**config.mk**
```make
export PLATFORM = sky130hd
export DESIGN_NAME = id_ex_stage_register
export DESIGN_NICKNAME = d
export VERILOG_FILES = /design/src/rtl/id_ex_stage_register.sv
export SDC_FILE = /design/constraint.sdc
export NUM_CORES = 1
export LEC_CHECK = 0
export ABC_AREA = 1
export BUFFER_PORTS_ARGS = -buffer_cell sky130_fd_sc_hd__buf_2
export CORE_ASPECT_RATIO = 1.25
export CORE_MARGIN = 3
export CORE_UTILIZATION = 40
export DETAILED_ROUTE_END_ITERATION = 8
export PLACE_DENSITY = 0.79
export SLEW_MARGIN = 10
export SYNTH_ARGS = -nofsm -noshare
export SYNTH_HDL_FRONTEND = slang
export SYNTH_SLANG_ARGS = --single-unit
```
**constraint.sdc**
```tcl
create_clock -name clk -period 7.1 [get_ports clk]
set_input_delay 1.42 -clock clk [delete_from_list [all_inputs] [get_ports clk]]
set_output_delay 1.42 -clock clk [all_outputs]
set_load 0.01 [all_outputs]
```
**src/rtl/id_ex_stage_register.sv**
```systemverilog
// ID/EX pipeline register with hold, flush and built-in load-use bubble insertion.
// Optional `PIPE_STATS_EN adds free-running bubble/hold event counters.
module id_ex_stage_register #(
  parameter int DATA_WIDTH = 32,
  parameter int REG_ADDR_W = 5
) (
  input  logic                  clk,
  input  logic                  reset,
  input  logic                  id_valid_i,
  input  logic [DATA_WIDTH-1:0] id_rs1_data_i,
  input  logic [DATA_WIDTH-1:0] id_rs2_data_i,
  input  logic [DATA_WIDTH-1:0] id_imm_i,
  input  logic [DATA_WIDTH-1:0] id_pc_i,
  input  logic [REG_ADDR_W-1:0] id_rs1_addr_i,
  input  logic [REG_ADDR_W-1:0] id_rs2_addr_i,
  input  logic [REG_ADDR_W-1:0] id_rd_addr_i,
  input  logic [2:0]            id_funct3_i,
  input  logic                  id_funct7_i,
  input  logic [2:0]            id_alu_op_i,
  input  logic [7:0]            id_ctrl_i,
  input  logic                  stall_i,
  input  logic                  flush_i,
  output logic                  ex_valid_o,
  output logic [DATA_WIDTH-1:0] ex_rs1_data_o,
  output logic [DATA_WIDTH-1:0] ex_rs2_data_o,
  output logic [DATA_WIDTH-1:0] ex_imm_o,
  output logic [DATA_WIDTH-1:0] ex_pc_o,
  output logic [REG_ADDR_W-1:0] ex_rs1_addr_o,
  output logic [REG_ADDR_W-1:0] ex_rs2_addr_o,
  output logic [REG_ADDR_W-1:0] ex_rd_addr_o,
  output logic [2:0]            ex_funct3_o,
  output logic                  ex_funct7_o,
  output logic [2:0]            ex_alu_op_o,
  output logic [7:0]            ex_ctrl_o,
`ifdef PIPE_STATS_EN
  output logic [31:0]           bubble_count_o,
  output logic [31:0]           hold_count_o,
`endif
  output logic                  load_use_stall_o
);

  typedef struct packed {
    logic                  valid;
    logic [DATA_WIDTH-1:0] rs1_data;
    logic [DATA_WIDTH-1:0] rs2_data;
    logic [DATA_WIDTH-1:0] imm;
    logic [DATA_WIDTH-1:0] pc;
    logic [REG_ADDR_W-1:0] rs1_addr;
    logic [REG_ADDR_W-1:0] rs2_addr;
    logic [REG_ADDR_W-1:0] rd_addr;
    logic [2:0]            funct3;
    logic                  funct7;
    logic [2:0]            alu_op;
    logic [7:0]            ctrl;
  } id_ex_t;

  localparam int CTRL_MEM_READ = 6;

  id_ex_t ex_q, ex_d, id_in;
  logic   load_use;
  logic   bubble_load;
  logic   hold_load;

  // An invalid decode slot is captured as a bubble so it can never write state.
  always_comb begin
    id_in          = '0;
    id_in.valid    = id_valid_i;
    id_in.rs1_data = id_rs1_data_i;
    id_in.rs2_data = id_rs2_data_i;
    id_in.imm      = id_imm_i;
    id_in.pc       = id_pc_i;
    id_in.rs1_addr = id_rs1_addr_i;
    id_in.rs2_addr = id_rs2_addr_i;
    if (id_valid_i) begin
      id_in.rd_addr = id_rd_addr_i;
      id_in.funct3  = id_funct3_i;
      id_in.funct7  = id_funct7_i;
      id_in.alu_op  = id_alu_op_i;
      id_in.ctrl    = id_ctrl_i;
    end
  end

  assign load_use = ~flush_i & ex_q.valid & ex_q.ctrl[CTRL_MEM_READ] & id_valid_i &
                    (ex_q.rd_addr != '0) &
                    ((ex_q.rd_addr == id_rs1_addr_i) | (ex_q.rd_addr == id_rs2_addr_i));

  // NOTE: every always_comb output gets a default first, so no path can infer a latch.
  always_comb begin
    ex_d        = ex_q;
    bubble_load = 1'b0;
    hold_load   = 1'b0;
    if (flush_i) begin
      ex_d        = '0;
      bubble_load = 1'b1;
    end else if (stall_i) begin
      hold_load   = 1'b1;
    end else if (load_use) begin
      ex_d        = '0;
      bubble_load = 1'b1;
    end else begin
      ex_d        = id_in;
    end
  end

  // NOTE: sequential state uses non-blocking assignments so all registers update together.
  always_ff @(posedge clk or posedge reset) begin
    if (reset) ex_q <= '0;
    else       ex_q <= ex_d;
  end

`ifdef PIPE_STATS_EN
  logic [31:0] bubble_cnt_q, hold_cnt_q;

  always_ff @(posedge clk or posedge reset) begin
    if (reset) begin
      bubble_cnt_q <= '0;
      hold_cnt_q   <= '0;
    end else begin
      if (bubble_load) bubble_cnt_q <= bubble_cnt_q + 32'd1;
      if (hold_load)   hold_cnt_q   <= hold_cnt_q + 32'd1;
    end
  end

  assign bubble_count_o = bubble_cnt_q;
  assign hold_count_o   = hold_cnt_q;
`endif

  assign ex_valid_o       = ex_q.valid;
  assign ex_rs1_data_o    = ex_q.rs1_data;
  assign ex_rs2_data_o    = ex_q.rs2_data;
  assign ex_imm_o         = ex_q.imm;
  assign ex_pc_o          = ex_q.pc;
  assign ex_rs1_addr_o    = ex_q.rs1_addr;
  assign ex_rs2_addr_o    = ex_q.rs2_addr;
  assign ex_rd_addr_o     = ex_q.rd_addr;
  assign ex_funct3_o      = ex_q.funct3;
  assign ex_funct7_o      = ex_q.funct7;
  assign ex_alu_op_o      = ex_q.alu_op;
  assign ex_ctrl_o        = ex_q.ctrl;
  assign load_use_stall_o = load_use;

endmodule

```
=== After elaboration in Yosys (flattened, before gate mapping) ===
Cells that the tools add are included.

* Flip-flop bits (word level): 159
* Output and inout port bits: 160
* Word-level logic and storage cells: 27

* Eq/ne operators: 3
* Mux-type cells: 4
* Bitwise gates (word level): 7
* Reduce and logical (&&, ||, !) cells: 1

{| class="wikitable"
|+ Operators with widths
! cell !! count
|-
| $mux 159 || 3
|-
| $mux 20 || 1
|-
| $eq 5x5->1 || 2
|-
| $and 1x1->1 || 5
|-
| $reduce_bool 5->1 || 1
|-
| $ne 2x1->1 const B || 1
|-
| $not 1->1 || 1
|-
| $or 1x1->1 || 1
|}

=== Depth between registers and ports, before layout ===
Gate-level depths: netlist of the first run.

* Word-level depth: 9
* Mapped depth: 11
* Gate-level depth less buffers: 9

=== Worst setup path before layout of the first run ===
No wires, ideal clock.

* Path type: input to output
* Start: in id_rs1_addr_i[4]
* End: out load_use_stall_o
* Arrival: 2095 ps
* Data required time: 5680 ps
* Setup slack: 3585 ps
* Stages on the path: 9
* Path buffers: 1
* Cell sequence: inv_1 > nand2_1 > nand2_1 > nor2_1 > nand3_1 > nand2_1 > nand2_2 > buf_2 > inv_1

* Word-level cells in the longest chain between the ends: 3

{| class="wikitable"
|+ Ends and longest elaborated chain
! element !! line !! text
|-
| start: declaration || 14 || <nowiki>input logic [REG_ADDR_W-1:0] id_rs1_addr_i,</nowiki>
|-
| $eq 5x5->1 || 85 || <nowiki>((ex_q.rd_addr == id_rs1_addr_i) | (ex_q.rd_addr == id_rs2_addr_i));</nowiki>
|-
| $or 1x1->1 || 85 ||
|-
| $and 1x1->1 || 84 || <nowiki>(ex_q.rd_addr != '0) &</nowiki>
|-
| end: declaration || 39 || <nowiki>output logic load_use_stall_o</nowiki>
|}

No other way between the ends.

=== Final worst setup path of the first run ===
* Start: in flush_i
* End: out load_use_stall_o

* Word-level cells in the longest chain between the ends: 6

{| class="wikitable"
|+ Ends and longest elaborated chain
! element !! line !! text
|-
| start: declaration || 22 || <nowiki>input logic flush_i,</nowiki>
|-
| $not 1->1 || 83 || <nowiki>assign load_use = ~flush_i & ex_q.valid & ex_q.ctrl[CTRL_MEM_READ] & id_valid_i &</nowiki>
|-
| $and 1x1->1 (4 in a row) || 83 ||
|-
| $and 1x1->1 || 84 ||
|}

No other way between the ends.

==> results.txt, run 1 <==
WP buf/inv: 5
GRT Total Usage: 20.4%
# diodes: 0
Top cell type's share of synthesized area: 59.4%
Top-count cell post-synth: nand2_1
Grt total ovfl: 0
# clock sinks: 159
Site Rows: 52
Final period utilization: 60.1%
PostCTS Resize Cnt: 0
CTS tree: yes
Synth Flop Type: dfrtp_1
Die area: 18400 um^2
Post-synth EDFFs: 0
Io pins: 323
CP Max Fanout: 69
Final Skew: 0.00830 ns
Reg clk slew, reported paths: 0.06 ns
Syn nets: 950
Reg2Reg Setup Slack: 4.32 ns
Post-DRT Antenna Nets: 0
RSZ-0062 raised after global routing: false
Antenna violations before repair: 2
Initial core utilization: 41.1%
P per Cell Area: 239 nW/um^2
Status: finished clean
Max layer used: met5
Routed wl met3: 1780 um
Yosys warns: 0
Worst hold path class: flip-flop to flip-flop
Via Count: 6314
Worst slew pin tran: 1.04 ns
Hold Fails Final Rpt: 0
F_max: 234 MHz
Arrival @ worst endpoint: 2.85 ns
# Max-Cap Violations: 0
Clock buffer depth: 2
Vias/cell: 4.82
Synth Area per Inst: 8.52 um^2
# DRC: 0
Clk_lat worst skew: 0.41 ns
Htree depth: 4
Post-synthesis cell area: 6700 um^2
Input/output buffers: 322
Die X: 122 um
Setup TNS: 0 ns
Relative slew slack: 30.4%
Family with the most delay on the worst path: buffers and inverters
Area growth syn-to-layout: 33.7%
Core area: 16300 um^2
Post-synthesis sequential area ratio: 59.4%
Drt first pass iters: 4
Hpwl dp: 13600 um
Synthesized instance count: 787
Unique masters post-synth: 15
Post-synth top cells: 341 x nand2_1, 159 x dfrtp_1, 151 x nand3_1
Startpoint types: input pin
Root Driver: clkbuf_16
FILL cells: 1516
Routed WL: 19300 um
Critical path class: input pin to output pin
CP Cell Sequence: buf_2 -> nor2_2 -> buf_4 -> nand4_1 -> inv_1 -> nand2_4 -> inv_1 -> buf_2
Max incr delay on CP: 0.38 ns
WL per Instance: 14.8 um
Util after Layout: 54.9%
Critical Path RT: 5.68 ns
Final setup viols: 0
Largest net degree at the start of global routing: 93
Fraction of layout cells with a size suffix above 1: 34.6%
Maximum VDD drop: 0.000130 V
Final Critical Period: 4.27 ns
#FFs+latches synth: 159
First-pass GRT wire length: 29600 um
Vias in the first global route: 5904
Metal2 WL: 9550 um
Setup bufs post-CTS: 0
DRT met1 WL: 7610 um
Routability congestion estimate: 0.800
Drt first-iter violations: 375
CP endpoint kind: output pin
Nets: 1245
Ys async rst share: 100%
Die height: 151 um
Max-slew violations: 0
Num CTS Buffers: 17
Worst path slowest cell: nand2_4
Dominant cell type by area after synthesis: dfrtp_1
Static Leak: 5.54 nW
Cts hold-fix bufs: 0
Most area-consuming cells after synthesis: dfrtp_1 59%, nand2_1 19%, nand3_1 11%
path summary, 6_finish.rpt:
path                                 start           endpoint  depth (start not counted)
min in group asynchronous            reset        ex_imm_o[8]                          2
hold / removal                  ex_pc_o[6]         ex_pc_o[6]                          2
setup / recovery                   flush_i   load_use_stall_o                          8
hold reg to reg                 ex_pc_o[6]         ex_pc_o[6]                          2
setup reg to reg           ex_rd_addr_o[0]   ex_rs1_addr_o[2]                         10
max in group asynchronous            reset  ex_rs2_data_o[25]                          3
logic make-up (layout without fill, tap and decap cells):
logic type,count (synthesis),count (layout),synth area share [%]
XOR/XNOR,2,2,0.261
buffers and inverters,91,398,6.53
flip-flops,159,159,59.4
AND/OR/NAND/NOR,535,535,33.9
power by group:
group,switching (W),leakage [nW],internal [W]
Combinational,0.000148,3.14,0.0000993
Sequential,0.0000282,2.12,0.000956
Clock,0.000378,0.284,0.000533
Total,0.000554,5.54,0.00159
area by class of cell:
type	count	area (um^2)	share of cell area, %
inverter	38	148	1.65
multi-input combinational	537	2310	25.7
sequential	159	3980	44.4
clock inverter	13	154	1.72
clock buffer	18	439	4.90
tap	216	270	3.02
timing repair buffer	329	1660	18.6
state kept, by name, summed over array words and instances, names as in the netlist:
signal         count
ex_rs2_data_o     32
ex_pc_o           32
ex_funct7_o        1
ex_imm_o          32
ex_funct3_o        3
ex_ctrl_o          8
ex_rs1_data_o     32
ex_rs2_addr_o      5
ex_rd_addr_o       5
ex_rs1_addr_o      5
ex_alu_op_o        3
ex_valid_o         1
placed cells by master, fill, tap and decap left out:
| cell | instances |
|---|---|
| clkinvlp_4 | 2 |
| clkbuf_8 | 1 |
| nand4_1 | 2 |
| clkinv_4 | 5 |
| inv_2 | 3 |
| nand2_4 | 1 |
| clkbuf_16 | 17 |
| dfrtp_1 | 159 |
| nand3_1 | 151 |
| nor2_4 | 2 |
| nand2_1 | 341 |
| nand3_2 | 10 |
| inv_1 | 34 |
| inv_6 | 5 |
| buf_2 | 322 |
| bufinv_16 | 2 |
| nor2_1 | 27 |
| buf_4 | 7 |
| nor2_2 | 1 |
| xnor2_1 | 2 |
worst min-delay path: cells and delay by family, from the launching register on:
family	cells	cell delay (ns)
DFF	1	0.33
and+or+nand+nor	2	0.10
metrics by stage:
| stage | cell area, um^2 | cells | setup slack [ns] | hold WS [ns] | power, W |
|---|---|---|---|---|---|
| 6_report | 8960 | 1310 | 2.83 | 0.473 | 0.00214 |
| 5_1_grt | 8960 | 1310 | 2.67 | 0.488 | 0.00224 |
| 4_1_cts | 8960 | 1310 | 2.81 | 0.477 | 0.00217 |
| 3_5_place_dp | 8370 | 1279 | 2.81 | 0.460 | 0.00125 |
| 3_3_place_gp | 8370 | 1279 | 2.82 | 0.457 | 0.00125 |
| 2_1_floorplan | 6700 | 787 | 1.39 | 0.516 | 0.00112 |
routing by layer:
layer | up-vias | GRT usage (%)
li1 | 3060 | -
met1 | 2934 | 24.7
met2 | 284 | 34.2
met3 | 32 | 6.50
met4 | 4 | 7.40
met5 | - | 0
(Power assumes the default switching activity.)
==> run 2: changes to the inputs <==
--- a/config.mk
+++ b/config.mk
@@ -11,7 +11,7 @@
 export CORE_MARGIN = 3
 export CORE_UTILIZATION = 40
 export DETAILED_ROUTE_END_ITERATION = 8
-export PLACE_DENSITY = 0.79
+export PLACE_DENSITY = 0.82
 export SLEW_MARGIN = 10
 export SYNTH_ARGS = -nofsm -noshare
 export SYNTH_HDL_FRONTEND = slang
==> constraint.sdc (replaced) <==
create_clock -name clk -period 3.46 [get_ports clk]
set_input_delay 0.692 -clock clk [delete_from_list [all_inputs] [get_ports clk]]
set_output_delay 0.692 -clock clk [all_outputs]
set_load 0.01 [all_outputs]
==> results.txt, run 2 (synthesis results as in run 1) <==
Status: finished clean
Cts hold-fix bufs: 0 (unchanged)
Hold Fails Final Rpt: 0 (unchanged)
CP Cell Sequence: inv_1 -> nand2_1 -> nand2_1 -> nor2_1 -> nand3_1 -> nand2_1 -> nand2_4 -> inv_1 -> buf_2
# diodes: 0 (unchanged)
CP Max Fanout: 7 (-90%)
FILL cells: 1512 (-0.26%)
Worst reg2reg startpoint: ex_rd_addr_o[0]
Relative slew slack: 39.2% (+8.8 points)
Area growth syn-to-layout: 35.1%
RSZ-0062 raised after global routing: false
Die area: 18400 um^2 (unchanged)
Final Critical Period: 2.32 ns
CTS tree: yes
Pre-CTS setup slack: 1.24 ns (-1.57 ns)
# Max-Cap Violations: 0 (unchanged)
Clock buffer depth: 2 (unchanged)
Drt first pass iters: 4 (unchanged)
CP endpoint kind: output pin
Worst hold path class: input pin to async pin
Root Driver: clkbuf_16
Htree depth: 4 (unchanged)
Antenna violations before repair: 1 (-1)
Final setup viols: 0 (unchanged)
Worst path slowest cell: dfrtp_1
Die height: 151 um (unchanged)
Largest net degree at the start of global routing: 160 (+72%)
P per Cell Area: 478 nW/um^2 (+100%)
First-pass GRT wire length: 30200 um (+2.1%)
F_max: 432 MHz
Final period utilization: 66.9%
Commonest non-fill, non-tap cell in the layout: nand2_1
Critical path class: flip-flop to output pin
Crit-path most repeated cell: nand2_1
Clk_lat worst skew: 0.41 ns (about the same)
Critical Path RT: 2.77 ns (-2.91 ns)
GRT Total Usage: 20.6% (+0.25 points)
Final Skew: 0.0136 ns (+0.00531 ns)
Max-slew violations: 0 (unchanged)
Reg2Reg Depth: 10 (unchanged)
Grt total ovfl: 0 (unchanged)
Vias in the first global route: 5938 (+0.58%)
Post-DRT Antenna Nets: 0 (unchanged)
Num CTS Buffers: 17 (unchanged)
Site Rows: 52 (unchanged)
Input/output buffers: 322 (unchanged)
Initial core utilization: 41.1% (unchanged)
Setup bufs post-CTS: 0 (unchanged)
Final setup margin: 1.14 ns (-1.69 ns)
Startpoint types: flip-flop
Static Leak: 5.58 nW (+0.75%)
Max incr delay on CP: 0.48 ns (+0.10 ns)
Most frequent cells in the layout: 341 x nand2_1, 322 x buf_2, 159 x dfrtp_1
Vias/cell: 4.78 (-0.88%)
Setup TNS: 0 ns (unchanged)
Routed WL: 19300 um (-0.16%)
Worst slew pin tran: 0.910 ns (-0.134 ns)
Reg2reg end: ex_pc_o[21]
Nets: 1250 (+0.40%)
PostCTS Resize Cnt: 0 (unchanged)
Io pins: 323 (unchanged)
Reg2Reg Setup Slack: 1.52 ns (-2.80 ns)
Reg clk slew, reported paths: 0.08 ns (+0.02 ns)
Via Count: 6287 (-0.43%)
# clock sinks: 159 (unchanged)
# DRC: 0 (unchanged)
Drt first-iter violations: 422 (+13%)
Routability congestion estimate: 0.822 (+2.7%)
WL per Instance: 14.7 um (-0.62%)
Overall Power: 0.00433 W (+100%)
Die X: 122 um (unchanged)
Fraction of layout cells with a size suffix above 1: 34.9% (+0.36 points)
Hpwl dp: 13400 um (-0.91%)
Maximum VDD drop: 0.000265 V (+100%)
Core area: 16300 um^2 (unchanged)
Arrival @ worst endpoint: 1.62 ns (-1.23 ns)
[run 2: cell count changes in the layout (fill, tap and decap cells not counted), sizes merged]
cell      delta
buf          +5
bufinv       -2
clkinv       +1
clkinvlp     +1
inv          +1
[run 2: how the worst max path moves through the flow]
stage,start,end,slack [ns],cells past startpoint
3_3_place_gp,id_rs2_addr_i[0],load_use_stall_o,1.25,9
6_report,ex_rd_addr_o[0],load_use_stall_o,1.14,9
4_1_cts,ex_rd_addr_o[1],load_use_stall_o,1.10,9
3_5_place_dp,id_rs2_addr_i[1],load_use_stall_o,1.24,10
2_1_floorplan,reset,ex_alu_op_o[0],0.75,1
5_1_grt,ex_rd_addr_o[0],load_use_stall_o,0.95,8
[run 2: cell type report]
| cell class | instances | area, um^2 | share of cell area, % |
|---|---|---|---|
| Multi-Input combinational cell | 537 | 2310 | 25.5 |
| Clock inverter | 14 | 128 | 1.41 |
| Timing Repair Buffer | 334 | 1790 | 19.8 |
| Sequential cell | 159 | 3980 | 43.9 |
| Tap cell | 216 | 270 | 2.98 |
| Clock buffer | 18 | 439 | 4.85 |
| Inverter | 38 | 146 | 1.62 |
[run 2: metrics by stage]
step / hold slack [ns] / cell area [um^2] / util, % / instances
floorplan: 0.516 / 6710 / - / 787
global placement: 0.457 / 8490 / 52.0 / 1284
detailed placement: 0.459 / 8490 / 52.0 / 1284
CTS: 0.478 / 9060 / 55.5 / 1316
global route: 0.489 / 9060 / 55.5 / 1316
finish: 0.469 / 9060 / 55.5 / 1316
[run 2: metal layers]
layer,global-route usage (%),wire (um)
met2,34.2,9510
met1,26.3,7720
met3,5.94,1740
met5,0,7
met4,6.39,326
[run 2: critical path, delay by kind of cell, from the launching register on]
family	cells	cell delay, ns
buf+inv	3	0.27
simple gates	6	0.47
flops	1	0.48
[run 2: where the power goes]
part	leakage (nW)	internal, W	switching [W]
Sequential	2.12	0.00196	0.0000613
Combinational	3.19	0.000216	0.000304
Clock	0.276	0.000967	0.000823
Total	5.58	0.00314	0.00119
